===== config.mk =====
export PLATFORM = sky130hd
export DESIGN_NAME = uart_tx_arbiter
export DESIGN_NICKNAME = d
export VERILOG_FILES = /design/src/rtl/uart_tx_arbiter.sv
export SDC_FILE = /design/constraint.sdc
export NUM_CORES = 1
export LEC_CHECK = 0
export ABC_AREA = 0
export BUFFER_PORTS_ARGS = -buffer_cell sky130_fd_sc_hd__buf_2
export CORE_MARGIN = 1.5
export CORE_UTILIZATION = 43
export DETAILED_ROUTE_END_ITERATION = 12
export GPL_TIMING_DRIVEN = 0
export PLACE_DENSITY_LB_ADDON = 0.05
export SYNTH_ARGS = -nofsm -noshare
export SYNTH_HDL_FRONTEND = slang
export SYNTH_SLANG_ARGS = --single-unit

===== constraint.sdc =====
create_clock -name clk -period 1.9 [get_ports clk]
set_clock_uncertainty 0.1 [all_clocks]
set_input_delay 0.095 -clock clk [delete_from_list [all_inputs] [get_ports clk]]
set_output_delay 0.095 -clock clk [all_outputs]
set_load 0.1 [all_outputs]

===== src/rtl/uart_tx_arbiter.sv =====
// Round-robin arbiter that multiplexes N_REQ byte streams onto a single UART transmitter.
// Build option: define UART_TX_ARB_PKT_LOCK_EN to hold a grant until req_last or an idle timeout.
module uart_tx_arbiter #(
  parameter int unsigned N_REQ        = 4,
  parameter int unsigned IDLE_TIMEOUT = 1024
) (
  input  logic                     clk,
  input  logic                     rst_n,
  input  logic [N_REQ-1:0]         req_valid,
  input  logic [8*N_REQ-1:0]       req_data,
  input  logic [N_REQ-1:0]         req_last,
  output logic [N_REQ-1:0]         req_ready,
  output logic [7:0]               tx_data,
  output logic                     tx_valid,
  input  logic                     tx_ready,
  output logic [$clog2(N_REQ)-1:0] grant_id,
  output logic                     busy
);

  localparam int unsigned GW = $clog2(N_REQ);

  typedef enum logic {IDLE = 1'b0, GRANT = 1'b1} state_t;

  state_t        state;
  logic [GW-1:0] rr_ptr;
  logic [GW-1:0] winner;
  logic          any_valid;
  logic          grant_valid;
  logic [7:0]    grant_byte;
  logic          out_ready;
  logic          req_hs;
  logic          tx_hs;
  logic          grant_done;
  int unsigned   scan_idx;

`ifdef UART_TX_ARB_PKT_LOCK_EN
  localparam logic [15:0] TIMEOUT = 16'(IDLE_TIMEOUT);
  logic [15:0] idle_cnt;
  logic [15:0] idle_cnt_inc;
  logic        grant_last;

  // saturating count of grant cycles without a requester handshake
  assign idle_cnt_inc = (idle_cnt == 16'hFFFF) ? idle_cnt : idle_cnt + 16'd1;
  assign grant_done   = req_hs ? grant_last : (idle_cnt_inc >= TIMEOUT);
`else
  // packet boundaries and the idle timeout have no function when every grant is one byte
  logic unused_lock_cfg;
  assign unused_lock_cfg = ^{req_last, 16'(IDLE_TIMEOUT)};
  assign grant_done      = req_hs;
`endif

  assign out_ready = !tx_valid || tx_ready;
  assign req_hs    = (state == GRANT) && grant_valid && out_ready;
  assign tx_hs     = tx_valid && tx_ready;
  assign busy      = (state != IDLE) || tx_valid;

  // round-robin search beginning one past the previous grantee
  always_comb begin
    winner    = '0;
    any_valid = 1'b0;
    scan_idx  = 0;
    for (int unsigned k = 0; k < N_REQ; k++) begin
      scan_idx = 32'(rr_ptr) + 32'd1 + k;
      if (scan_idx >= N_REQ) scan_idx = scan_idx - N_REQ;
      if (!any_valid && req_valid[GW'(scan_idx)]) begin
        any_valid = 1'b1;
        winner    = GW'(scan_idx);
      end
    end
  end

  // select the grantee's lane and steer ready back to it only
  always_comb begin
    grant_valid = 1'b0;
    grant_byte  = '0;
    req_ready   = '0;
`ifdef UART_TX_ARB_PKT_LOCK_EN
    grant_last  = 1'b0;
`endif
    for (int unsigned k = 0; k < N_REQ; k++) begin
      if (GW'(k) == grant_id) begin
        grant_valid  = req_valid[k];
        grant_byte   = req_data[8*k +: 8];
`ifdef UART_TX_ARB_PKT_LOCK_EN
        grant_last   = req_last[k];
`endif
        req_ready[k] = (state == GRANT) && out_ready;
      end
    end
  end

  always_ff @(posedge clk or negedge rst_n) begin
    if (!rst_n) begin
      state    <= IDLE;
      grant_id <= '0;
      rr_ptr   <= GW'(N_REQ - 1);
      tx_valid <= 1'b0;
      tx_data  <= '0;
`ifdef UART_TX_ARB_PKT_LOCK_EN
      idle_cnt <= '0;
`endif
    end else begin
      // single-entry output register; a reload on a tx handshake keeps full rate
      if (req_hs) begin
        tx_data  <= grant_byte;
        tx_valid <= 1'b1;
      end else if (tx_hs) begin
        tx_valid <= 1'b0;
      end

      case (state)
        IDLE: begin
          if (any_valid) begin
            grant_id <= winner;
            state    <= GRANT;
`ifdef UART_TX_ARB_PKT_LOCK_EN
            idle_cnt <= '0;
`endif
          end
        end
        GRANT: begin
`ifdef UART_TX_ARB_PKT_LOCK_EN
          idle_cnt <= req_hs ? 16'd0 : idle_cnt_inc;
`endif
          if (grant_done) begin
            rr_ptr <= grant_id;
            state  <= IDLE;
          end
        end
      endcase
    end
  end

endmodule


Yosys cells after proc, flatten, opt, wreduce, memory -nomap -nowiden
Cells that the tools add are included.
{"block": "totals", "reg_bits": 14, "latchBits": 0, "ram_bits": 0, "mem_bits_ro": 0, "in_bits": 43, "out_inout_bits": 16, "word_cells": 79, "mem_count": 0}
{"block": "classes", "n_addsub": 8, "mul": 0, "n_div": 0, "magnitude_cmp": 8, "n_eq_ne": 3, "n_shift": 0, "muxes": 37, "bitwise": 1, "reduce_logical": 17}
{"operator": "$mux W8", "count": 4}
{"operator": "$mux W1", "count": 20}
{"operator": "$mux W2", "count": 8}
{"operator": "$ge A4 B3 Y1 const B", "count": 3}
{"operator": "$lt A2 B3 Y1 const B", "count": 4}
{"operator": "$add A3 B2 Y4 const B", "count": 2}
{"operator": "$bmux W1 S2", "count": 4}
{"operator": "$sub A2 B1 Y2 const B", "count": 4}
{"operator": "$logic_and A1 B1 Y1", "count": 7}
{"operator": "$add A3 B1 Y4 const B", "count": 1}
{"operator": "$eq A2 B2 Y1 const A", "count": 2}
{"operator": "$logic_not A1 Y1", "count": 4}
{"operator": "$reduce_and A2 Y1", "count": 2}
{"operator": "$add A2 B1 Y3 const B", "count": 1}
{"operator": "$ge A3 B3 Y1 const B", "count": 1}
{"operator": "$eq A1 B2 Y1 const A", "count": 1}
{"operator": "$logic_not A2 Y1", "count": 1}
{"operator": "$logic_or A1 B1 Y1", "count": 2}
{"operator": "$pmux W1 S2", "count": 1}
{"operator": "$reduce_bool A2 Y1", "count": 1}
{"operator": "$not A1 Y1", "count": 1}

Longest topological paths before layout
Gate-level depths: netlist (run 1).
{"block": "depth", "ltp_word": 17, "ltp_mapped": 5, "depth_no_buf": 4}

Least setup slack after synthesis (run 1)
Ideal clock, no wire load.
{"block": "synth_path", "path_kind": "flip-flop to output port", "startpoint": "register grant_id[0]", "endpoint": "output port req_ready[1]", "t_arrival_ns": 3.583, "required_ns": 1.705, "path_slack_ns": -1.878, "path_stages_with_launch": 4, "path_buffers": 2, "cell_sequence": "dfrtp_1 buf_2 buf_6 nor3b_1"}
{"block": "synth_via", "elab_chain_len": 2}
{"element": "from (decl)", "line": "16", "rtl": "output logic [$clog2(N_REQ)-1:0] grant_id,"}
{"element": "from (signal assigned)", "line": "114", "rtl": "grant_id <= winner;"}
{"element": "$eq A1 B2 Y1", "line": "81", "rtl": "if (GW'(k) == grant_id) begin"}
{"element": "$mux W1", "line": "81"}
{"element": "to (decl)", "line": "12", "rtl": "output logic [N_REQ-1:0] req_ready,"}
No other way between the ends.

Worst setup path in the final report (run 1)
{"block": "layout_path", "startpoint": "register grant_id[1]", "endpoint": "output port req_ready[0]"}
{"block": "layout_via", "elab_chain_len": 2}
{"element": "$logic_not A2 Y1", "line": "81"}
{"element": "$mux W1", "line": "81"}
No other way between the ends.

==> impl_results.rst, run 1 <==
.. list-table::
   :header-rows: 1

   * - Metric
     - Value
   * - Count of endpoints failing setup in the final report
     - 0
   * - Max Cap Viol
     - 0
   * - HP Class
     - in -> async
   * - Wire length of the first global-routing pass
     - roughly 3.5 mm
   * - Antenna Cells
     - 0
   * - Syn. warnings
     - 0
   * - Final routed DRC violation total
     - 0
   * - Most used cells in the layout excluding fill and tap cells
     - 52 x sky130_fd_sc_hd__buf_2, 10 x sky130_fd_sc_hd__mux2_4, 9 x sky130_fd_sc_hd__dfrtp_1
   * - Area growth from synthesis to layout
     - 42.12%
   * - Clock latency on the worst-skew pair
     - approximately 0.28 ns
   * - CP startpoint kind
     - flop
   * - GRT Resource Usage Total
     - a little under a fifth
   * - IO Port Bufs
     - 54
   * - Share of the yosys chip area belonging to registers
     - between 30% and 40%
   * - Share of the clock period used by the worst path after layout
     - approximately 97%
   * - Arr. time, crit path
     - roughly 1.6 ns
   * - Met2 usage
     - 29.22%
   * - Antenna viol nets, final
     - 0
   * - Instance count of the mapped netlist
     - 73
   * - GRT met1 Usage
     - between 20% and 30%
   * - Post-synth net total
     - 116
   * - Most Frequent Cell on Critical Path
     - sky130_fd_sc_hd__buf_6
   * - Largest incremental delay on the critical path
     - approximately 0.48 ns
   * - End of the critical path
     - req_ready[0]
   * - Most frequent standard cell in the layout excluding fill and tap cells
     - sky130_fd_sc_hd__buf_2
   * - First-pass iteration count of the detailed router
     - 4
   * - Fraction of layout cells with a size suffix above 1
     - between 60% and 70%
   * - Die width
     - roughly 50 um
   * - Post-DP HPWL
     - around 1.7 mm
   * - CTS Sinks
     - 14
   * - Global-route layer with the greatest usage
     - met2
   * - Final critical delay including setup and external delays
     - 1.837 ns
   * - Combined area of all synthesized cells
     - 992.2 um2
   * - Routed WL
     - roughly 2.2 mm
   * - Overall overflow remaining after global route
     - 0
   * - Via count
     - between 800 and 900
   * - Actual slew at the worst max-slew pin
     - 0.4901 ns
   * - DR WL/cell
     - about 14 um
   * - Nets@finish
     - 177
   * - Core region area
     - approximately 2200 um2
   * - Die area
     - 2605 um2
   * - Initial cell density of the core
     - 45.29%
   * - Crit path kind
     - reg -> out
   * - Hold Worst Slack
     - ~0.13 ns
   * - Final estimated routing congestion in global placement
     - 0.7093
   * - Accumulated negative setup slack
     - 0 ns
   * - Max Buffers Root-to-Sink
     - 2
   * - M3 GR Usage
     - ~5.6%
   * - Via count of the first global-routing pass
     - between 700 and 800
   * - Worst R2R Setup Slack
     - roughly 0.080 ns
   * - Reg2Reg Launch Point
     - grant_id[1]$_DFFE_PN0P_
   * - Number of placement rows
     - 17
   * - Final Max Slew Viols
     - 0
   * - Reg-to-reg critical path endpoint
     - tx_data[4]$_DFFE_PN0P_
   * - Critical Path Fanout Max
     - 10
   * - Average via count per standard cell
     - around 5.3
   * - TritonCTS clock tree
     - built
   * - Antenna violations before repair
     - 0
   * - Die Span Y
     - 51.04 um
   * - CTS Buf Count
     - 3
   * - Initial detailed-routing violation count
     - 15
   * - CTS H-tree depth
     - 1
   * - Outcome
     - complete, no violations
   * - Clock-pin slew on the worst setup and hold paths
     - about 0.090 ns
   * - CP max stage cell
     - sky130_fd_sc_hd__dfrtp_4
   * - Synthesized area per cell
     - about 14 um2
   * - Worst slew slack as a fraction of its limit
     - a little under 70%
   * - Count of different cell masters after synthesis
     - 33
   * - Required time at the endpoint of the critical path
     - 1.70 ns
   * - Pin count of the biggest net entering global routing
     - 15
   * - Crit-path cells
     - buf_6 -> buf_6 -> nor3_4 -> buf_2
   * - Worst setup path start
     - grant_id[1]$_DFFE_PN0P_
   * - Register bit count reported by yosys
     - 14
   * - Root Buffer Master
     - sky130_fd_sc_hd__clkbuf_4
   * - Critical path capture point type
     - output pin
   * - Logic depth of the worst register-to-register path
     - 4
   * - Number of hold-slack violations in the final timing report
     - 0
   * - RSZ-0062 raised after global routing
     - no
   * - Top-Level Pins
     - ~60
   * - Fmax
     - ~540 MHz
metal layers:
| metal | vias up | part of all wire [%] | wire length (um) |
|---|---|---|---|
| li1 | 404 | - | - |
| met2 | 34 | 50 | 1112 |
| met4 | 0 | 0.59 | 13 |
| met1 | 416 | 42 | 939 |
| met5 | - | 0 | 0 |
| met3 | 2 | 6.6 | 145 |
layout make-up:
| class | count | area, um2 |
|---|---|---|
| Timing Repair Buffer | 56 | 297.8 |
| Fill cell | 169 | 780.7 |
| Sequential cell | 14 | 361.6 |
| Inverter | 1 | 3.754 |
| Multi-Input combinational cell | 53 | 625.6 |
| Clock buffer | 4 | 36.28 |
| Tap cell | 28 | 35.03 |
| Buffer | 5 | 50.05 |
kinds of logic (layout without fill, tap and decap cells):
logic type | after synthesis | count (layout) | share of synthesized area [%]
AND/OR/NAND/NOR | 23 | 23 | 14.38
buffers and inverters | 6 | 66 | 4.539
flip-flops | 14 | 14 | 35.56
AO/OA/AOI/OAI | 9 | 9 | 6.305
multiplexers | 21 | 21 | 39.22
flip-flops by register name, summed over array words and instances (netlist names):
register  flops
state         1
rr_ptr        2
tx_data       8
grant_id      2
tx_valid      1
worst max-delay path, delay by kind of cell, from the launching register on:
kind	cells	cell delay, ns
buf+inv	3	0.72
flops	1	0.48
simple gates	1	0.16
per-stage QoR:
stage | cell area [um2] | setup WS, ns | util, % | cells
final | 1410 | 0.06335 | 64.36 | 161
after global routing | 1410 | 0.01121 | 64.36 | 161
after detailed placement | 1346 | 0.08382 | 61.45 | 155
after global placement | 1346 | 0.09496 | 61.45 | 155
after floorplan | 1041 | -0.1019 | - | 73
after CTS | 1403 | 0.01435 | 64.02 | 161
worst min-delay path by stage:
| stage | cells past startpoint | slack [ns] | from | to |
|---|---|---|---|---|
| floorplan | 0 | -0.30 | rst_n | state$_DFF_PN0_ |
| detailed placement | 1 | -0.09 | rst_n | tx_data[0]$_DFFE_PN0P_ |
| global route | 2 | 0.15 | rst_n | tx_data[0]$_DFFE_PN0P_ |
| finish | 2 | 0.13 | rst_n | tx_data[7]$_DFFE_PN0P_ |
| global placement | 1 | -0.09 | rst_n | tx_data[0]$_DFFE_PN0P_ |
| CTS | 2 | 0.14 | rst_n | tx_data[0]$_DFFE_PN0P_ |
synthesized netlist by cell type, drive strengths merged:
cell type    number  area, um2
o22ai             1      6.260
a2bb2oi           1      8.760
a22o              1      8.760
dlygate4sd1       1      8.760
dfstp             2      52.55
a221o             1      10.01
nor2              2      7.510
and3              1      6.260
nand3b            1      7.510
dfrtp            12      300.3
buf               4      32.53
mux2i             1      10.01
inv               1      3.750
nor3b             1      7.510
o221ai            1      8.760
nand2b            2      12.51
and2              1      8.760
mux2             11      161.4
or2               3      18.77
mux4              9      217.7
nor3              2      10.01
nor4              1      6.260
o21ai             2      10.00
nor2b             1      6.260
nand2             7      42.54
nor4b             1      8.760
a21oi             2      10.01
timing repair:
item / CTS / global route
hold buffers: 2 / 0
endpoints found under the setup margin: 0 / 3
gates resized for setup: 0 / 3
endpoints found under the hold margin: 15 / 0
buffers inserted: 0 / 0
Power of run 1 is left out: the tool's default activity adds up to more than one toggle a clock period on the data nets, which glitch-free logic cannot reach.
==> run 2, diff against run 1 <==
--- a/config.mk
+++ b/config.mk
@@ -5,10 +5,11 @@
 export SDC_FILE = /design/constraint.sdc
 export NUM_CORES = 1
 export LEC_CHECK = 0
-export ABC_AREA = 0
+export ABC_AREA = 1
+export ABC_CLOCK_PERIOD_IN_PS = 1900
 export BUFFER_PORTS_ARGS = -buffer_cell sky130_fd_sc_hd__buf_2
 export CORE_MARGIN = 1.5
-export CORE_UTILIZATION = 43
+export CORE_UTILIZATION = 46
 export DETAILED_ROUTE_END_ITERATION = 12
 export GPL_TIMING_DRIVEN = 0
 export PLACE_DENSITY_LB_ADDON = 0.05
==> run 2 against run 1 <==
Final area increased by 22%. Flip-flop and latch count unchanged. Core utilization increased by 4.3 points. Via count increased by 53%. Synthesized cell count increased by 130%. Wire length increased by 45%. First-iteration DRC count increased by 53%. Critical path type unchanged. Largest cell class unchanged.
==> impl_results.rst, run 2 <==
.. list-table::
   :header-rows: 1

   * - Metric
     - Value
   * - Outcome
     - complete, no violations (unchanged)
   * - Final non-filler cell area
     - 1715 um2 (was 1410 um2)
   * - Antenna violations before repair
     - 0 (unchanged)
   * - Die Span Y
     - 54.42 um (was 51.04 um)
   * - Post-synth top flop
     - sky130_fd_sc_hd__dfrtp_1 (unchanged)
   * - Final routed DRC violation total
     - 0 (unchanged)
   * - Routed WL
     - 3.214 mm (was 2.210 mm)
   * - Fmax
     - 558.1 MHz (was 544.5 MHz)
   * - Leading area contributor after synthesis
     - sky130_fd_sc_hd__dfrtp_1 (unchanged)
   * - Placed cell count
     - 254 (was 155)
   * - Wire length of the first global-routing pass
     - 4.968 mm (was 3.512 mm)
   * - Number of synthesized flops with an enable pin
     - 0 (unchanged)
   * - Combined area of all synthesized cells
     - 1216 um2 (was 992.2 um2)
   * - GRT Resource Usage Total
     - 23.19% (was 18.26%)
   * - Max Buffers Root-to-Sink
     - 2 (unchanged)
   * - Critical Path Fanout Max
     - 10 (unchanged)
   * - Clock-pin slew on the worst setup and hold paths
     - 0.09 ns (about the same)
   * - Top-Level Pins
     - 59 (unchanged)
   * - Average via count per standard cell
     - 4.951 (was 5.317)
   * - Post-synth top area share
     - 24.69% (was 30.26%)
   * - Initial cell density of the core
     - 48.65% (was 45.29%)
   * - Die width
     - 54.42 um (was 51.04 um)
   * - CTS H-tree depth
     - 1 (unchanged)
   * - CTS Sinks
     - 14 (unchanged)
   * - Largest registers
     - tx_data x8, grant_id x2, rr_ptr x2 (unchanged)
   * - Final Max Slew Viols
     - 0 (unchanged)
   * - Instance count of the mapped netlist
     - 170 (was 73)
   * - Share of the yosys chip area belonging to registers
     - 29.01% (was 35.56%)
   * - Arr. time, crit path
     - 1.60 ns (was 1.64 ns)
   * - Post-synth ARST share
     - 100.0% (unchanged)
   * - Area growth from synthesis to layout
     - 41.05% (was 42.12%)
   * - Reg with most FFs
     - tx_data (unchanged)
   * - Syn. warnings
     - 0 (unchanged)
   * - Most used cells in the layout excluding fill and tap cells
     - 57 x sky130_fd_sc_hd__nand2_1, 53 x sky130_fd_sc_hd__buf_2, 22 x sky130_fd_sc_hd__nand3_1 (was 52 x sky130_fd_sc_hd__buf_2, 10 x sky130_fd_sc_hd__mux2_4, 9 x sky130_fd_sc_hd__dfrtp_1)
   * - Post-synth net total
     - 213 (was 116)
   * - Pin count of the biggest net entering global routing
     - 15 (unchanged)
   * - Number of placement rows
     - 18 (was 17)
   * - CTS Buf Count
     - 3 (unchanged)
   * - Top post-synthesis cells by count
     - 60 x sky130_fd_sc_hd__nand2_1, 22 x sky130_fd_sc_hd__nand3_1, 12 x sky130_fd_sc_hd__dfrtp_1 (was 12 x sky130_fd_sc_hd__dfrtp_1, 10 x sky130_fd_sc_hd__mux2_4, 6 x sky130_fd_sc_hd__nand2_1)
   * - TritonCTS clock tree
     - built (unchanged)
   * - Final critical delay including setup and external delays
     - 1.792 ns (was 1.837 ns)
   * - Worst slew slack as a fraction of its limit
     - 67.19% (was 67.55%)
   * - Post-DP HPWL
     - 2.451 mm (was 1.671 mm)
   * - Core region area
     - 2500 um2 (was 2191 um2)
   * - Largest cells by area after synthesis
     - sky130_fd_sc_hd__dfrtp_1 25%, sky130_fd_sc_hd__nand2_1 19%, sky130_fd_sc_hd__nand3_1 9.1% (was sky130_fd_sc_hd__dfrtp_1 30%, sky130_fd_sc_hd__mux2_4 15%, sky130_fd_sc_hd__mux4_2 11%)
   * - DR WL/cell
     - 12.17 um (was 13.73 um)
   * - RSZ-0062 raised after global routing
     - yes (was no)
   * - Number of hold-slack violations in the final timing report
     - 0 (unchanged)
   * - Critical path capture point type
     - output pin (unchanged)
   * - Required time at the endpoint of the critical path
     - 1.70 ns (about the same)
   * - Accumulated negative setup slack
     - 0 ns (unchanged)
   * - Fraction of layout cells with a size suffix above 1
     - 49.15% (was 67.67%)
   * - Dpl cell area
     - 1607 um2 (was 1346 um2)
   * - Final estimated routing congestion in global placement
     - 0.7925 (was 0.7093)
   * - Worst setup slack after layout
     - 0.1082 ns (was 0.06335 ns)
   * - Via count
     - 1307 (was 856)
   * - Count of different cell masters after synthesis
     - 26 (was 33)
   * - Via count of the first global-routing pass
     - 1176 (was 760)
   * - Max FFs per register
     - 8 (unchanged)
   * - Antenna viol nets, final
     - 0 (unchanged)
   * - Max Cap Viol
     - 0 (unchanged)
   * - Crit path kind
     - reg -> out (unchanged)
   * - Initial detailed-routing violation count
     - 23 (was 15)
   * - Most frequent cell after synthesis
     - sky130_fd_sc_hd__nand2_1 (was sky130_fd_sc_hd__dfrtp_1)
   * - CP startpoint kind
     - flop (unchanged)
   * - Die area
     - 2962 um2 (was 2605 um2)
   * - Clock latency on the worst-skew pair
     - 0.28 ns (about the same)
   * - Worst setup timing slack at the placement stage
     - 0.1304 ns (was 0.08382 ns)
   * - Register bit count reported by yosys
     - 14 (unchanged)
   * - Root Buffer Master
     - sky130_fd_sc_hd__clkbuf_4 (unchanged)
   * - Nets@finish
     - 278 (was 177)
   * - Synthesized area per cell
     - 7.154 um2 (was 13.59 um2)
   * - Antenna Cells
     - 0 (unchanged)
   * - First-pass iteration count of the detailed router
     - 4 (unchanged)
   * - IO Port Bufs
     - 54 (unchanged)
   * - Share of the clock period used by the worst path after layout
     - 94.31% (was 96.67%)
   * - Final cell count without fillers
     - 264 (was 161)
   * - Most frequent standard cell in the layout excluding fill and tap cells
     - sky130_fd_sc_hd__nand2_1 (was sky130_fd_sc_hd__buf_2)
   * - Count of endpoints failing setup in the final report
     - 0 (unchanged)
   * - Actual slew at the worst max-slew pin
     - 0.4955 ns (was 0.4901 ns)
   * - HP Class
     - in -> reg (was in -> async)
   * - Overall overflow remaining after global route
     - 0 (unchanged)
-- run 2: changes by cell type after synthesis, moves of 9 or more --
cell,delta
sky130_fd_sc_hd__nand2_1,+54
sky130_fd_sc_hd__o21ai_2,+11
sky130_fd_sc_hd__nand2_4,+9
sky130_fd_sc_hd__mux2_4,-10
sky130_fd_sc_hd__inv_1,+9
sky130_fd_sc_hd__nand3_1,+22
-- run 2: path summary, 6_finish.rpt --
| kind | from | to | slack, ns | cells after the start |
|---|---|---|---|---|
| worst max-delay path | grant_id[0]$_DFFE_PN0P_ | req_ready[0] | 0.11 | 4 |
| worst min-delay path | req_data[24] | tx_data[0]$_DFFE_PN0P_ | 0.007 | 3 |
| worst max register to register | grant_id[0]$_DFFE_PN0P_ | tx_data[0]$_DFFE_PN0P_ | 0.12 | 8 |
| worst min register to register | tx_data[5]$_DFFE_PN0P_ | tx_data[5]$_DFFE_PN0P_ | 0.41 | 2 |
| max in group asynchronous | rst_n | rr_ptr[0]$_DFFE_PN1P_ | 1.26 | 2 |
| min in group asynchronous | rst_n | tx_valid$_DFFE_PN0P_ | 0.14 | 2 |
-- run 2: cells by family (layout without fill, tap and decap cells) --
group           count (synthesis)  in the layout  synth area share (%)
flops                          14             14                 29.01
compound gates                 22             22                 12.65
simple gates                  109            109                 47.02
buf+inv                        25             89                 11.32
-- run 2: per-stage QoR --
step                hold WS, ns  util [%]
floorplan               -0.3006         -
global placement       -0.08656     64.26
detailed placement     -0.08055     64.26
CTS                    0.004617     68.12
global route            0.02443     68.62
finish                 0.007020     68.62
-- run 2: layer usage --
layer	up-vias	part of all wire (%)	GRT usage (%)
met5	-	0	0
met1	587	44	30.89
li1	676	-	-
met3	2	4.6	3.552
met4	0	0.37	7.083
met2	42	51	38.55
-- run 2: cell type report --
| class | count | area (um2) |
|---|---|---|
| Inverter | 18 | 72.57 |
| Clock buffer | 4 | 36.28 |
| Fill cell | 223 | 784.5 |
| Buffer | 7 | 87.58 |
| Tap cell | 30 | 37.54 |
| Multi-Input combinational cell | 131 | 784.5 |
| Timing Repair Buffer | 60 | 332.8 |
| Sequential cell | 14 | 364.1 |
-- run 2: timing repair --
action,4_1_cts,5_1_grt
hold endpoints to repair,19,0
setup buffers,0,0
hold buffers,6,0
setup endpoints to repair,0,3
gates resized for setup,0,4
-- run 2: worst max-delay path: stages (launching register included) --
cell and delay (ns):
sky130_fd_sc_hd__dfrtp_4 0.49, sky130_fd_sc_hd__buf_6 0.15, sky130_fd_sc_hd__buf_8 0.15, sky130_fd_sc_hd__nor3_4 0.09
sky130_fd_sc_hd__buf_2 0.44
Power of run 2 is left out for the same reason.
